<file path="src/rtl/riscv_pkg.sv">
// Shared types and helpers for the load/store unit: access-size encodings,
// FSM state type, latched request payload and store lane/legality helpers.
package riscv_pkg;

    localparam int unsigned XLEN = 32;
    localparam int unsigned NBE  = XLEN / 8;

    // funct3 access-size encodings
    localparam logic [2:0] LDST_B  = 3'd0;
    localparam logic [2:0] LDST_H  = 3'd1;
    localparam logic [2:0] LDST_W  = 3'd2;
    localparam logic [2:0] LDST_BU = 3'd4;
    localparam logic [2:0] LDST_HU = 3'd5;

    typedef enum logic {
        LSU_IDLE = 1'b0,
        LSU_BUSY = 1'b1
    } lsu_state_t;

    // Request captured at acceptance and replayed to memory while BUSY
    typedef struct packed {
        logic            we;
        logic [2:0]      size;
        logic [XLEN-1:0] addr;
        logic [XLEN-1:0] wd;
    } lsu_req_t;

    // Unsigned sizes exist only for loads; 011/110/111 never legal
    function automatic logic lsu_size_legal(input logic we, input logic [2:0] size);
        case (size)
            LDST_B, LDST_H, LDST_W: return 1'b1;
            LDST_BU, LDST_HU:       return !we;
            default:                return 1'b0;
        endcase
    endfunction

    // Natural alignment check on the low address bits
    function automatic logic lsu_aligned(input logic [2:0] size, input logic [1:0] off);
        case (size)
            LDST_H, LDST_HU: return !off[0];
            LDST_W:          return (off == 2'b00);
            default:         return 1'b1;
        endcase
    endfunction

    // Byte-lane enables for the addressed bytes
    function automatic logic [NBE-1:0] lsu_be(input logic [2:0] size, input logic [1:0] off);
        case (size)
            LDST_B, LDST_BU: return 4'b0001 << off;
            LDST_H, LDST_HU: return off[1] ? 4'b1100 : 4'b0011;
            default:         return 4'b1111;
        endcase
    endfunction

    // Replicate right-aligned store data across every lane it could occupy
    function automatic logic [XLEN-1:0] lsu_wdata(input logic [2:0] size, input logic [XLEN-1:0] wd);
        case (size)
            LDST_B, LDST_BU: return {4{wd[7:0]}};
            LDST_H, LDST_HU: return {2{wd[15:0]}};
            default:         return wd;
        endcase
    endfunction

endpackage

</file>
<file path="src/rtl/lsu_load_ext.sv">
// Load data extraction: selects the addressed byte/half lane from a memory
// word and sign- or zero-extends it to 32 bits.
//   rd_word_i  in  32  raw memory word
//   offset_i   in  2   byte offset within the word
//   size_i     in  3   funct3 access size
//   result_o   out 32  extended load result
module lsu_load_ext
    import riscv_pkg::*;
(
    input  logic [XLEN-1:0] rd_word_i,
    input  logic [1:0]      offset_i,
    input  logic [2:0]      size_i,
    output logic [XLEN-1:0] result_o
);

    logic [7:0]  byte_sel;
    logic [15:0] half_sel;

    // Lane select
    always_comb begin
        case (offset_i)
            2'd0:    byte_sel = rd_word_i[7:0];
            2'd1:    byte_sel = rd_word_i[15:8];
            2'd2:    byte_sel = rd_word_i[23:16];
            default: byte_sel = rd_word_i[31:24];
        endcase
        half_sel = offset_i[1] ? rd_word_i[31:16] : rd_word_i[15:0];
    end

    // Extension
    always_comb begin
        case (size_i)
            LDST_B:  result_o = {{24{byte_sel[7]}}, byte_sel};
            LDST_BU: result_o = {24'd0, byte_sel};
            LDST_H:  result_o = {{16{half_sel[15]}}, half_sel};
            LDST_HU: result_o = {16'd0, half_sel};
            default: result_o = rd_word_i;
        endcase
    end

endmodule

</file>
<file path="src/rtl/load_store_unit.sv">
// Load/store unit: initiator between the core MEM stage and data memory.
// Converts byte/half/word requests into word-addressed memory accesses with
// byte enables, stalls the core until the response, extends load data and
// flags misaligned, illegal-size and timed-out accesses.
//   clk_i, rst_ni                 clock, async active-low reset
//   core_req_i/we_i/size_i        core access request, direction, funct3 size
//   core_addr_i, core_wd_i        byte address, right-aligned store data
//   core_rd_o                     extended load data in completion cycle
//   core_stall_o                  hold core while access outstanding
//   access_fault_o                one-cycle fault pulse
//   mem_req_o/we_o/be_o/addr_o/wd_o  word-addressed memory request
//   mem_rd_i, mem_ready_i         memory read data, response valid
module load_store_unit
    import riscv_pkg::*;
#(
    parameter int unsigned TIMEOUT = 16
) (
    input  logic            clk_i,
    input  logic            rst_ni,
    input  logic            core_req_i,
    input  logic            core_we_i,
    input  logic [2:0]      core_size_i,
    input  logic [XLEN-1:0] core_addr_i,
    input  logic [XLEN-1:0] core_wd_i,
    output logic [XLEN-1:0] core_rd_o,
    output logic            core_stall_o,
    output logic            access_fault_o,
    output logic            mem_req_o,
    output logic            mem_we_o,
    output logic [NBE-1:0]  mem_be_o,
    output logic [XLEN-1:0] mem_addr_o,
    output logic [XLEN-1:0] mem_wd_o,
    input  logic [XLEN-1:0] mem_rd_i,
    input  logic            mem_ready_i
);

    localparam int unsigned CNT_W = $clog2(TIMEOUT) + 1;
    localparam logic [XLEN-1:0] TIMEOUT_DATA = 32'hdead_beef;

    lsu_state_t       state_q, state_d;
    lsu_req_t         req_q, req_d;
    logic [CNT_W-1:0] cnt_q, cnt_d;

    logic            req_ok;
    logic            timeout_hit;
    logic [XLEN-1:0] load_res;

    // Ungated output values
    logic [XLEN-1:0] core_rd_c;
    logic            core_stall_c;
    logic            access_fault_c;
    logic            mem_req_c;
    logic            mem_we_c;
    logic [NBE-1:0]  mem_be_c;
    logic [XLEN-1:0] mem_addr_c;
    logic [XLEN-1:0] mem_wd_c;

    assign req_ok      = lsu_size_legal(core_we_i, core_size_i)
                      && lsu_aligned(core_size_i, core_addr_i[1:0]);
    assign timeout_hit = (cnt_q == CNT_W'(TIMEOUT - 1));

    lsu_load_ext u_load_ext (
        .rd_word_i (mem_rd_i),
        .offset_i  (req_q.addr[1:0]),
        .size_i    (req_q.size),
        .result_o  (load_res)
    );

    // State, latched request and timeout counter
    always_ff @(posedge clk_i or negedge rst_ni) begin
        if (!rst_ni) begin
            state_q <= LSU_IDLE;
            req_q   <= '0;
            cnt_q   <= '0;
        end else begin
            state_q <= state_d;
            req_q   <= req_d;
            cnt_q   <= cnt_d;
        end
    end

    // Next state and memory/core handshake
    always_comb begin
        state_d        = state_q;
        req_d          = req_q;
        cnt_d          = cnt_q;
        core_rd_c      = '0;
        core_stall_c   = 1'b0;
        access_fault_c = 1'b0;
        mem_req_c      = 1'b0;
        mem_we_c       = 1'b0;
        mem_be_c       = '0;
        mem_addr_c     = '0;
        mem_wd_c       = '0;

        case (state_q)
            LSU_IDLE: begin
                if (core_req_i) begin
                    if (req_ok) begin
                        // Issue straight from the core so a 1-cycle memory completes in 2
                        mem_req_c    = 1'b1;
                        mem_we_c     = core_we_i;
                        mem_be_c     = lsu_be(core_size_i, core_addr_i[1:0]);
                        mem_addr_c   = {core_addr_i[XLEN-1:2], 2'b00};
                        mem_wd_c     = lsu_wdata(core_size_i, core_wd_i);
                        core_stall_c = 1'b1;
                        req_d.we     = core_we_i;
                        req_d.size   = core_size_i;
                        req_d.addr   = core_addr_i;
                        req_d.wd     = core_wd_i;
                        cnt_d        = '0;
                        state_d      = LSU_BUSY;
                    end else begin
                        access_fault_c = 1'b1;
                    end
                end
            end

            LSU_BUSY: begin
                mem_req_c  = 1'b1;
                mem_we_c   = req_q.we;
                mem_be_c   = lsu_be(req_q.size, req_q.addr[1:0]);
                mem_addr_c = {req_q.addr[XLEN-1:2], 2'b00};
                mem_wd_c   = lsu_wdata(req_q.size, req_q.wd);
                if (mem_ready_i) begin
                    // A response on the last allowed cycle wins over the timeout
                    core_rd_c = req_q.we ? '0 : load_res;
                    state_d   = LSU_IDLE;
                end else if (timeout_hit) begin
                    access_fault_c = 1'b1;
                    core_rd_c      = TIMEOUT_DATA;
                    state_d        = LSU_IDLE;
                end else begin
                    core_stall_c = 1'b1;
                    cnt_d        = cnt_q + CNT_W'(1);
                end
            end

            default: state_d = LSU_IDLE;
        endcase
    end

    // Force all outputs low for the whole reset window, whatever the core drives
    assign core_rd_o      = rst_ni ? core_rd_c : '0;
    assign core_stall_o   = rst_ni & core_stall_c;
    assign access_fault_o = rst_ni & access_fault_c;
    assign mem_req_o      = rst_ni & mem_req_c;
    assign mem_we_o       = rst_ni & mem_we_c;
    assign mem_be_o       = rst_ni ? mem_be_c : '0;
    assign mem_addr_o     = rst_ni ? mem_addr_c : '0;
    assign mem_wd_o       = rst_ni ? mem_wd_c : '0;

endmodule

</file>
<file path="config.mk">
export PLATFORM = sky130hd
export DESIGN_NAME = load_store_unit
export DESIGN_NICKNAME = d
export VERILOG_FILES = /design/src/rtl/riscv_pkg.sv /design/src/rtl/lsu_load_ext.sv /design/src/rtl/load_store_unit.sv
export SDC_FILE = /design/constraint.sdc
export NUM_CORES = 1
export LEC_CHECK = 0
export BUFFER_PORTS_ARGS = -buffer_cell sky130_fd_sc_hd__buf_2
export CAP_MARGIN = 20
export CELL_PAD_IN_SITES_DETAIL_PLACEMENT = 1
export CELL_PAD_IN_SITES_GLOBAL_PLACEMENT = 1
export CORE_ASPECT_RATIO = 0.7
export CORE_MARGIN = 2
export CORE_UTILIZATION = 32
export CTS_BUF_LIST = sky130_fd_sc_hd__clkbuf_4
export DETAILED_ROUTE_END_ITERATION = 8
export PLACE_DENSITY_LB_ADDON = 0.12
export RECOVER_POWER = 100
export SETUP_SLACK_MARGIN = 0.2
export SLEW_MARGIN = 20
export SYNTH_ARGS = -nofsm -noshare
export SYNTH_HDL_FRONTEND = slang
export SYNTH_SLANG_ARGS = --single-unit
</file>
<file path="constraint.sdc">
create_clock -name clk_i -period 2.1 [get_ports clk_i]
set_input_delay 0.21 -clock clk_i [delete_from_list [all_inputs] [get_ports clk_i]]
set_output_delay 0.21 -clock clk_i [all_outputs]
set_load 0.05 [all_outputs]
</file>
==> results of run 1 <==
per-stage QoR:
| stage | std cells | cell area [sq um] | TNS (ns) | hold slack [ns] |
|---|---|---|---|---|
| final | 1143 | 9610 | -21.29 | 0.0407 |
| after global routing | 1142 | 9610 | -32.01 | 0.00549 |
| after CTS | 1123 | 9020 | -20.69 | 0.00491 |
| after detailed placement | 1044 | 7390 | -2.61 | 0.273 |
| after global placement | 1044 | 7390 | -1.16 | 0.271 |
| after floorplan | 640 | 5860 | 0 | -0.0856 |
logic make-up (layout without fill, tap and decap cells):
family | after synthesis | after routing
compound gates | 164 | 164
xor+xnor | 2 | 2
fa+ha+maj | 2 | 2
buf+inv | 63 | 365
flops | 74 | 74
mux | 51 | 51
other cells | 1 | 3
simple gates | 282 | 282
metal layers:
| metal | track usage | share of wire |
|---|---|---|
| met1 | 0.342 | 0.44 |
| met2 | 0.465 | 0.50 |
| met3 | 0.0418 | 0.050 |
| met4 | 0.0518 | 0.010 |
| met5 | 0 | 0 |
flip-flops by register name (all words and copies together), names as in the netlist:
signal / count
cnt_q: 5
state_q: 1
req_q: 68
worst max-delay path, stage by stage (launching register included):
cell and delay (ns):
sky130_fd_sc_hd__dfrtp_1 0.42, sky130_fd_sc_hd__ha_2 0.19, sky130_fd_sc_hd__and3_4 0.18, sky130_fd_sc_hd__ha_4 0.16
sky130_fd_sc_hd__nor2b_4 0.15, sky130_fd_sc_hd__nand2_4 0.12, sky130_fd_sc_hd__buf_12 0.15, sky130_fd_sc_hd__nand2_8 0.06
sky130_fd_sc_hd__buf_4 0.15, sky130_fd_sc_hd__o21a_4 0.21, sky130_fd_sc_hd__buf_8 0.14
path summary, 6_finish.rpt:
path | from | endpoint | slack (ns) | cells after the start
max | cnt_q[1]$_DFFE_PN0P_ | core_rd_o[16] | -0.47 | 10
min | core_wd_i[11] | req_q[11]$_DFFE_PN0P_ | 0.04 | 3
max reg2reg | cnt_q[1]$_DFFE_PN0P_ | cnt_q[3]$_DFFE_PN0P_ | 0.32 | 7
min reg2reg | req_q[16]$_DFFE_PN0P_ | req_q[16]$_DFFE_PN0P_ | 0.49 | 2
max in group asynchronous | rst_ni | req_q[64]$_DFFE_PN0P_ | 0.35 | 2
min in group asynchronous | rst_ni | req_q[44]$_DFFE_PN0P_ | 0.68 | 2
power breakdown:
group	total [mW]	leakage (nW)	switching, mW	internal, mW
clock	0.806	0.0604	0.549	0.257
sequential	2.09	0.924	0.326	1.76
combinational	3.68	3.48	2.07	1.62
what timing repair did:
| action | in CTS | in global routing |
|---|---|---|
| endpoints found under the hold margin | 64 | 0 |
| pin swaps | 13 | 15 |
| buffers inserted | 9 | 14 |
| hold buffers | 52 | 0 |
| cloned | 2 | 5 |
| setup endpoints to repair | 102 | 103 |
| resized for setup | 246 | 94 |
layout by cell type, fill, tap and decap left out, types with 7 or more instances in the layout:
cell type and count:
sky130_fd_sc_hd__buf_2 103, sky130_fd_sc_hd__a22o_2 22, sky130_fd_sc_hd__o22ai_4 26, sky130_fd_sc_hd__dfrtp_1 70
sky130_fd_sc_hd__nand2_1 203, sky130_fd_sc_hd__o21a_4 11, sky130_fd_sc_hd__dlygate4sd3_1 52, sky130_fd_sc_hd__a21o_1 7
sky130_fd_sc_hd__buf_4 42, sky130_fd_sc_hd__a22o_4 8, sky130_fd_sc_hd__a22o_1 9, sky130_fd_sc_hd__mux2i_1 41
sky130_fd_sc_hd__clkbuf_4 10, sky130_fd_sc_hd__buf_8 32, sky130_fd_sc_hd__o21ai_0 7, sky130_fd_sc_hd__buf_12 18
sky130_fd_sc_hd__a21oi_2 8, sky130_fd_sc_hd__nor2_1 32, sky130_fd_sc_hd__inv_1 8, sky130_fd_sc_hd__a21oi_1 22
sky130_fd_sc_hd__buf_6 82
cell type report:
type / instances / area [sq um] / share of cell area
diodes: 1 / 2.50 / 0.000260
clock buffers: 10 / 75.1 / 0.00781
clock inverters: 6 / 41.3 / 0.00429
inverters: 9 / 38.8 / 0.00403
multi-input cells: 503 / 4010 / 0.417
flip-flops and latches: 74 / 1860 / 0.193
well taps: 200 / 250 / 0.0260
repair buffers: 340 / 3340 / 0.347
==> metrics.md, run 1 <==
| Metric | Value |
|---|---|
| Placer's final routability congestion estimate | `0.801` |
| Count of flip-flops with a built-in enable after synthesis | `0` |
| Post-placement setup slack | `-0.185 ns` |
| Clk pin slew, worst setup/hold paths | `0.12 ns` |
| Via count of the first global-routing pass | `6486` |
| Number of antenna-violating nets in the routed design | `0` |
| Aggregate routed wire length | `23800 um` |
| # setup viols final | `100` |
| Synthesis warning total | `0` |
| Unrepaired setup endpoints after global routing | `yes` |
| Violated checks | `max-capacitance violations, max-slew violations, negative setup slack` |
| Core area | `15600 sq um` |
| Post-route clock period utilization | `1.22` |
| Die extent in x | `155 um` |
| Number of buffers inserted by port buffering | `205` |
| Worst path setup slack after routing | `-0.466 ns` |
| Worst-skew pair later-pin latency | `0.43 ns` |
| Core Rows | `38` |
| Layout fillers | `1706` |
| Final count of hold timing violations | `0` |
| Count of unique library cells instantiated by Yosys | `56` |
| Largest family of logic cells by synthesized area | `compound AO/OA/AOI/OAI gates` |
| Worst vdd rail ir drop | `0.000325 V` |
| Max-slew violations | `62` |
| Share of synthesized area spent on multiplexers | `0.102` |
| Post-synth top cells | `sky130_fd_sc_hd__nand2_1 (208), sky130_fd_sc_hd__dfrtp_1 (74), sky130_fd_sc_hd__mux2i_1 (50)` |
| Initial standard-cell utilization of the core | `0.329` |
| Total GRT Usage | `0.262` |
| Vias per inst | `5.36` |
| Count of max-cap constraint violations | `1` |
| Leading cell types by total area after synthesis | `sky130_fd_sc_hd__dfrtp_1 (36%), sky130_fd_sc_hd__nand2_1 (15%), sky130_fd_sc_hd__mux2i_1 (9.8%)` |
| Post-route core utilization | `0.616` |
| Number of vias after detailed routing | `6126` |
| Clock sinks | `74` |
| Cell with the most instances after synthesis | `sky130_fd_sc_hd__nand2_1` |
| Part of the Yosys area used for sequential elements | `0.361` |
| Area fraction of the dominant cell type after synthesis | `0.361` |
| Synth Area in Compound Gates | `0.242` |
| Largest net degree at the start of global routing | `62` |
| Final period demand of the worst path | `2.57 ns` |
| Gr ovfl total | `0` |
| Mapped Cells | `639` |
| Transition time at the pin with the least slew margin | `1.61 ns` |
| Layout Nets | `1043` |
| Wire length of the first global-routing pass | `35300 um` |
| Number of levels the H-tree was split into | `3` |
| Result of the run | `complete, but fails checks` |
| CP Launch Type | `flip-flop` |
| Classification of the worst setup path | `flip-flop to output port` |
| Cts bufs inserted | `9` |
| Clock tree from TritonCTS | `built` |
| Vertical die dimension | `110 um` |
| Class of the tightest hold or removal check | `primary input to flip-flop` |
| DRC viols | `0` |
| Async set-reset flop share out of synthesis | `1.00` |
| Worst relative slew slack | `-0.0731` |
| Clock tree buffer depth | `2` |
| Area growth from synthesis to layout | `87.4%` |
| Endpoint required time on the critical path | `1.89 ns` |
| Leakage | `4.47 nW` |
| Die Footprint | `17100 sq um` |
| Worst EP arrival | `2.36 ns` |
| Initial antenna violation count | `0` |
| Adder-cell area share of the yosys netlist | `0.00488` |
| Fraction of layout cells with a size suffix above 1 | `0.482` |
| Power density cells | `684 nW/um^2` |
| Largest clock skew in the final design | `0.0229 ns` |
| Xor and xnor area share after synthesis | `0.00341` |
| Post-synth top area cell | `sky130_fd_sc_hd__dfrtp_1` |
| Share of synthesized cell area in and, or, nand and nor gates | `0.229` |
| Crit path capture type | `output port` |
| Most instantiated flip-flop cell in the synthesis netlist | `sky130_fd_sc_hd__dfrtp_1` |
| DRC violation total after the first TritonRoute iteration | `287` |
| Master cell of the clock root buffer | `sky130_fd_sc_hd__clkbuf_4` |
| Worst Path Max Fanout | `5` |
| Top-Level Pins | `208` |
| Cell Area, Synth | `5130 sq um` |
| Flip-flop and latch count after synthesis | `74` |
| Half-perimeter wire length of the detailed placement result | `14700 um` |
| Pwr Total | `6.58 mW` |
| First-pass detailed-route iteration total | `4` |
| Syn_area_per_cell | `8.03 sq um` |
| Highest clock frequency the design can meet | `390 MHz` |
| Wire per inst | `20.8 um` |
Power figures use the tool's default switching activity.
==> inputs of run 2 (changes only) <==
--- a/config.mk
+++ b/config.mk
@@ -11,7 +11,7 @@
 export CELL_PAD_IN_SITES_GLOBAL_PLACEMENT = 1
 export CORE_ASPECT_RATIO = 0.7
 export CORE_MARGIN = 2
-export CORE_UTILIZATION = 32
+export CORE_UTILIZATION = 38
 export CTS_BUF_LIST = sky130_fd_sc_hd__clkbuf_4
 export DETAILED_ROUTE_END_ITERATION = 8
 export PLACE_DENSITY_LB_ADDON = 0.12
==> constraint.sdc (replaced) <==
create_clock -name clk_i -period 3.1 [get_ports clk_i]
set_input_delay 0.31 -clock clk_i [delete_from_list [all_inputs] [get_ports clk_i]]
set_output_delay 0.31 -clock clk_i [all_outputs]
set_load 0.05 [all_outputs]
==> run 2 against run 1 <==
Worst hold slack better by 0.036 ns. Critical path depth down 4. Clock skew down 0.012 ns. Die area down 15%. Combinational power down 58%. Power down 46%. Sequential power down 33%. Register-to-register slack better by 0.16 ns. The flow finishes with violations (max-capacitance violations, max-slew violations). Largest cell class unchanged. Clock power down 25%. Global-route usage down 0.47 points. Design area down 32%. Flip-flop and latch count unchanged.
==> metrics.md, run 2 (synthesis gave the netlist of run 1 again) <==
| Metric | Value |
|---|---|
| Highest clock frequency the design can meet | `353 MHz` |
| Worst relative slew slack | `-0.0544` |
| Worst-skew pair later-pin latency | `0.42 ns` |
| Biggest registers after layout | `req_q x68, cnt_q x5, state_q x1` |
| Largest net degree at the start of global routing | `73` |
| Clk pin slew, worst setup/hold paths | `0.12 ns` |
| Most frequent cells in the layout | `sky130_fd_sc_hd__nand2_1 (206), sky130_fd_sc_hd__buf_2 (123), sky130_fd_sc_hd__dfrtp_1 (72), sky130_fd_sc_hd__clkbuf_2 (65), sky130_fd_sc_hd__mux2i_1 (50)` |
| Core Rows | `35` |
| Unrepaired setup endpoints after global routing | `yes` |
| Via count of the first global-routing pass | `5761` |
| Wire length of the first global-routing pass | `29600 um` |
| Number of levels the H-tree was split into | `3` |
| Gr ovfl total | `0` |
| Leakage | `3.42 nW` |
| Max-slew violations | `72` |
| # setup viols final | `0` |
| Half-perimeter wire length of the detailed placement result | `13200 um` |
| Worst hold-check slack | `0.0768 ns` |
| DRC violation total after the first TritonRoute iteration | `265` |
| Clock sinks | `74` |
| Worst EP arrival | `2.52 ns` |
| Area growth from synthesis to layout | `27.4%` |
| GR peak layer | `met2` |
| Largest register by flop count | `req_q` |
| Number of antenna-violating nets in the routed design | `0` |
| Placer's final routability congestion estimate | `0.847` |
| Largest clock skew in the final design | `0.0106 ns` |
| Layout Nets | `928` |
| Power density cells | `542 nW/um^2` |
| Clock tree from TritonCTS | `built` |
| Result of the run | `complete, but fails checks` |
| Final period demand of the worst path | `2.83 ns` |
| Master cell of the clock root buffer | `sky130_fd_sc_hd__clkbuf_4` |
| Aggregate routed wire length | `18700 um` |
| Endpoint required time on the critical path | `2.79 ns` |
| Violated checks | `max-capacitance violations, max-slew violations` |
| Total GRT Usage | `0.257` |
| Classification of the worst setup path | `primary input to output port` |
| Vertical die dimension | `101 um` |
| Number of buffers inserted by port buffering | `205` |
| Vias per inst | `5.52` |
| Commonest non-fill, non-tap cell in the layout | `sky130_fd_sc_hd__nand2_1` |
| Final count of hold timing violations | `0` |
| Fraction of layout cells with a size suffix above 1 | `0.317` |
| First-pass detailed-route iteration total | `5` |
| Die Footprint | `14500 sq um` |
| Number of vias after detailed routing | `5597` |
| Flip-flop count of the largest register after layout | `68` |
| Class of the tightest hold or removal check | `primary input to flip-flop` |
| DRC viols | `0` |
| Wire per inst | `18.4 um` |
| Clock tree buffer depth | `2` |
| GR Util met1 | `0.351` |
| Count of max-cap constraint violations | `1` |
| CP Launch Type | `primary input` |
| Post-route clock period utilization | `0.913` |
| Initial antenna violation count | `2` |
| Worst vdd rail ir drop | `0.000219 V` |
| Transition time at the pin with the least slew margin | `1.58 ns` |
| Setup_tns | `0 ns` |
| Cts bufs inserted | `9` |
| Met2 track demand over resource in global routing | `0.422` |
| Core area | `13200 sq um` |
| Die extent in x | `143 um` |
| Global-route met3 utilization | `0.0525` |
| Top-Level Pins | `208` |
| Worst Path Max Fanout | `40` |
| Initial standard-cell utilization of the core | `0.389` |
| Crit path capture type | `output port` |
==> run 2: worst paths after layout <==
check / startpoint / to / slack (ns) / cells after the start
max in group asynchronous: rst_ni / req_q[17]$_DFFE_PN0P_ / 1.52 / 3
setup / recovery: rst_ni / mem_addr_o[12] / 0.27 / 6
hold reg to reg: req_q[62]$_DFFE_PN0P_ / req_q[62]$_DFFE_PN0P_ / 0.49 / 2
hold / removal: core_addr_i[15] / req_q[47]$_DFFE_PN0P_ / 0.08 / 3
setup reg to reg: state_q$_DFF_PN0_ / req_q[65]$_DFFE_PN0P_ / 0.48 / 4
min in group asynchronous: rst_ni / req_q[10]$_DFFE_PN0P_ / 0.55 / 3
==> run 2: timing repair <==
item | 4_1_cts | 5_1_grt
hold endpoints to repair | 28 | 0
buffers inserted | 1 | 4
setup endpoints to repair | 17 | 32
pin swaps | 1 | 1
hold buffers | 1 | 0
resized for setup | 21 | 14
==> run 2: through the flow <==
step                instances   util  area (sq um)  setup WS [ns]  power [mW]
floorplan                 640      -          5140          0.259        2.45
CTS                      1008  0.495          6530          0.200        3.56
global route             1012  0.496          6530         0.0919        3.78
global placement          990  0.478          6300          0.418        2.84
detailed placement        990  0.478          6300          0.296        2.92
finish                   1014  0.496          6540          0.269        3.54
==> run 2: cell type report <==
| class | instances | area, sq um |
|---|---|---|
| diodes | 2 | 5.00 |
| repair buffers | 225 | 1210 |
| clock inverters | 6 | 57.6 |
| fillers | 1682 | 6640 |
| well taps | 185 | 231 |
| flip-flops and latches | 74 | 1860 |
| clock buffers | 10 | 75.1 |
| multi-input cells | 503 | 3060 |
| inverters | 9 | 37.5 |
==> run 2: power breakdown <==
part           internal [mW]  switching, mW  leakage [nW]
Clock                  0.249          0.353        0.0691
Sequential              1.19          0.220         0.926
Combinational          0.510           1.02          2.43
Total                   1.95           1.59          3.42
==> run 2: critical path, stage by stage <==
cell	delay, ns
sky130_fd_sc_hd__dlygate4sd3_1	0.57
sky130_fd_sc_hd__buf_4	0.15
sky130_fd_sc_hd__and2_2	0.22
sky130_fd_sc_hd__buf_2	0.68
sky130_fd_sc_hd__a22o_1	0.27
sky130_fd_sc_hd__clkbuf_2	0.28
==> run 2: per-layer routing <==
layer  part of all wire  vias up  routed length [um]
met5                  0        -                   0
met4              0.013        0                 238
li1                   -     2599                   -
met1               0.45     2769                8500
met2               0.47      208                8770
met3              0.063       21                1180
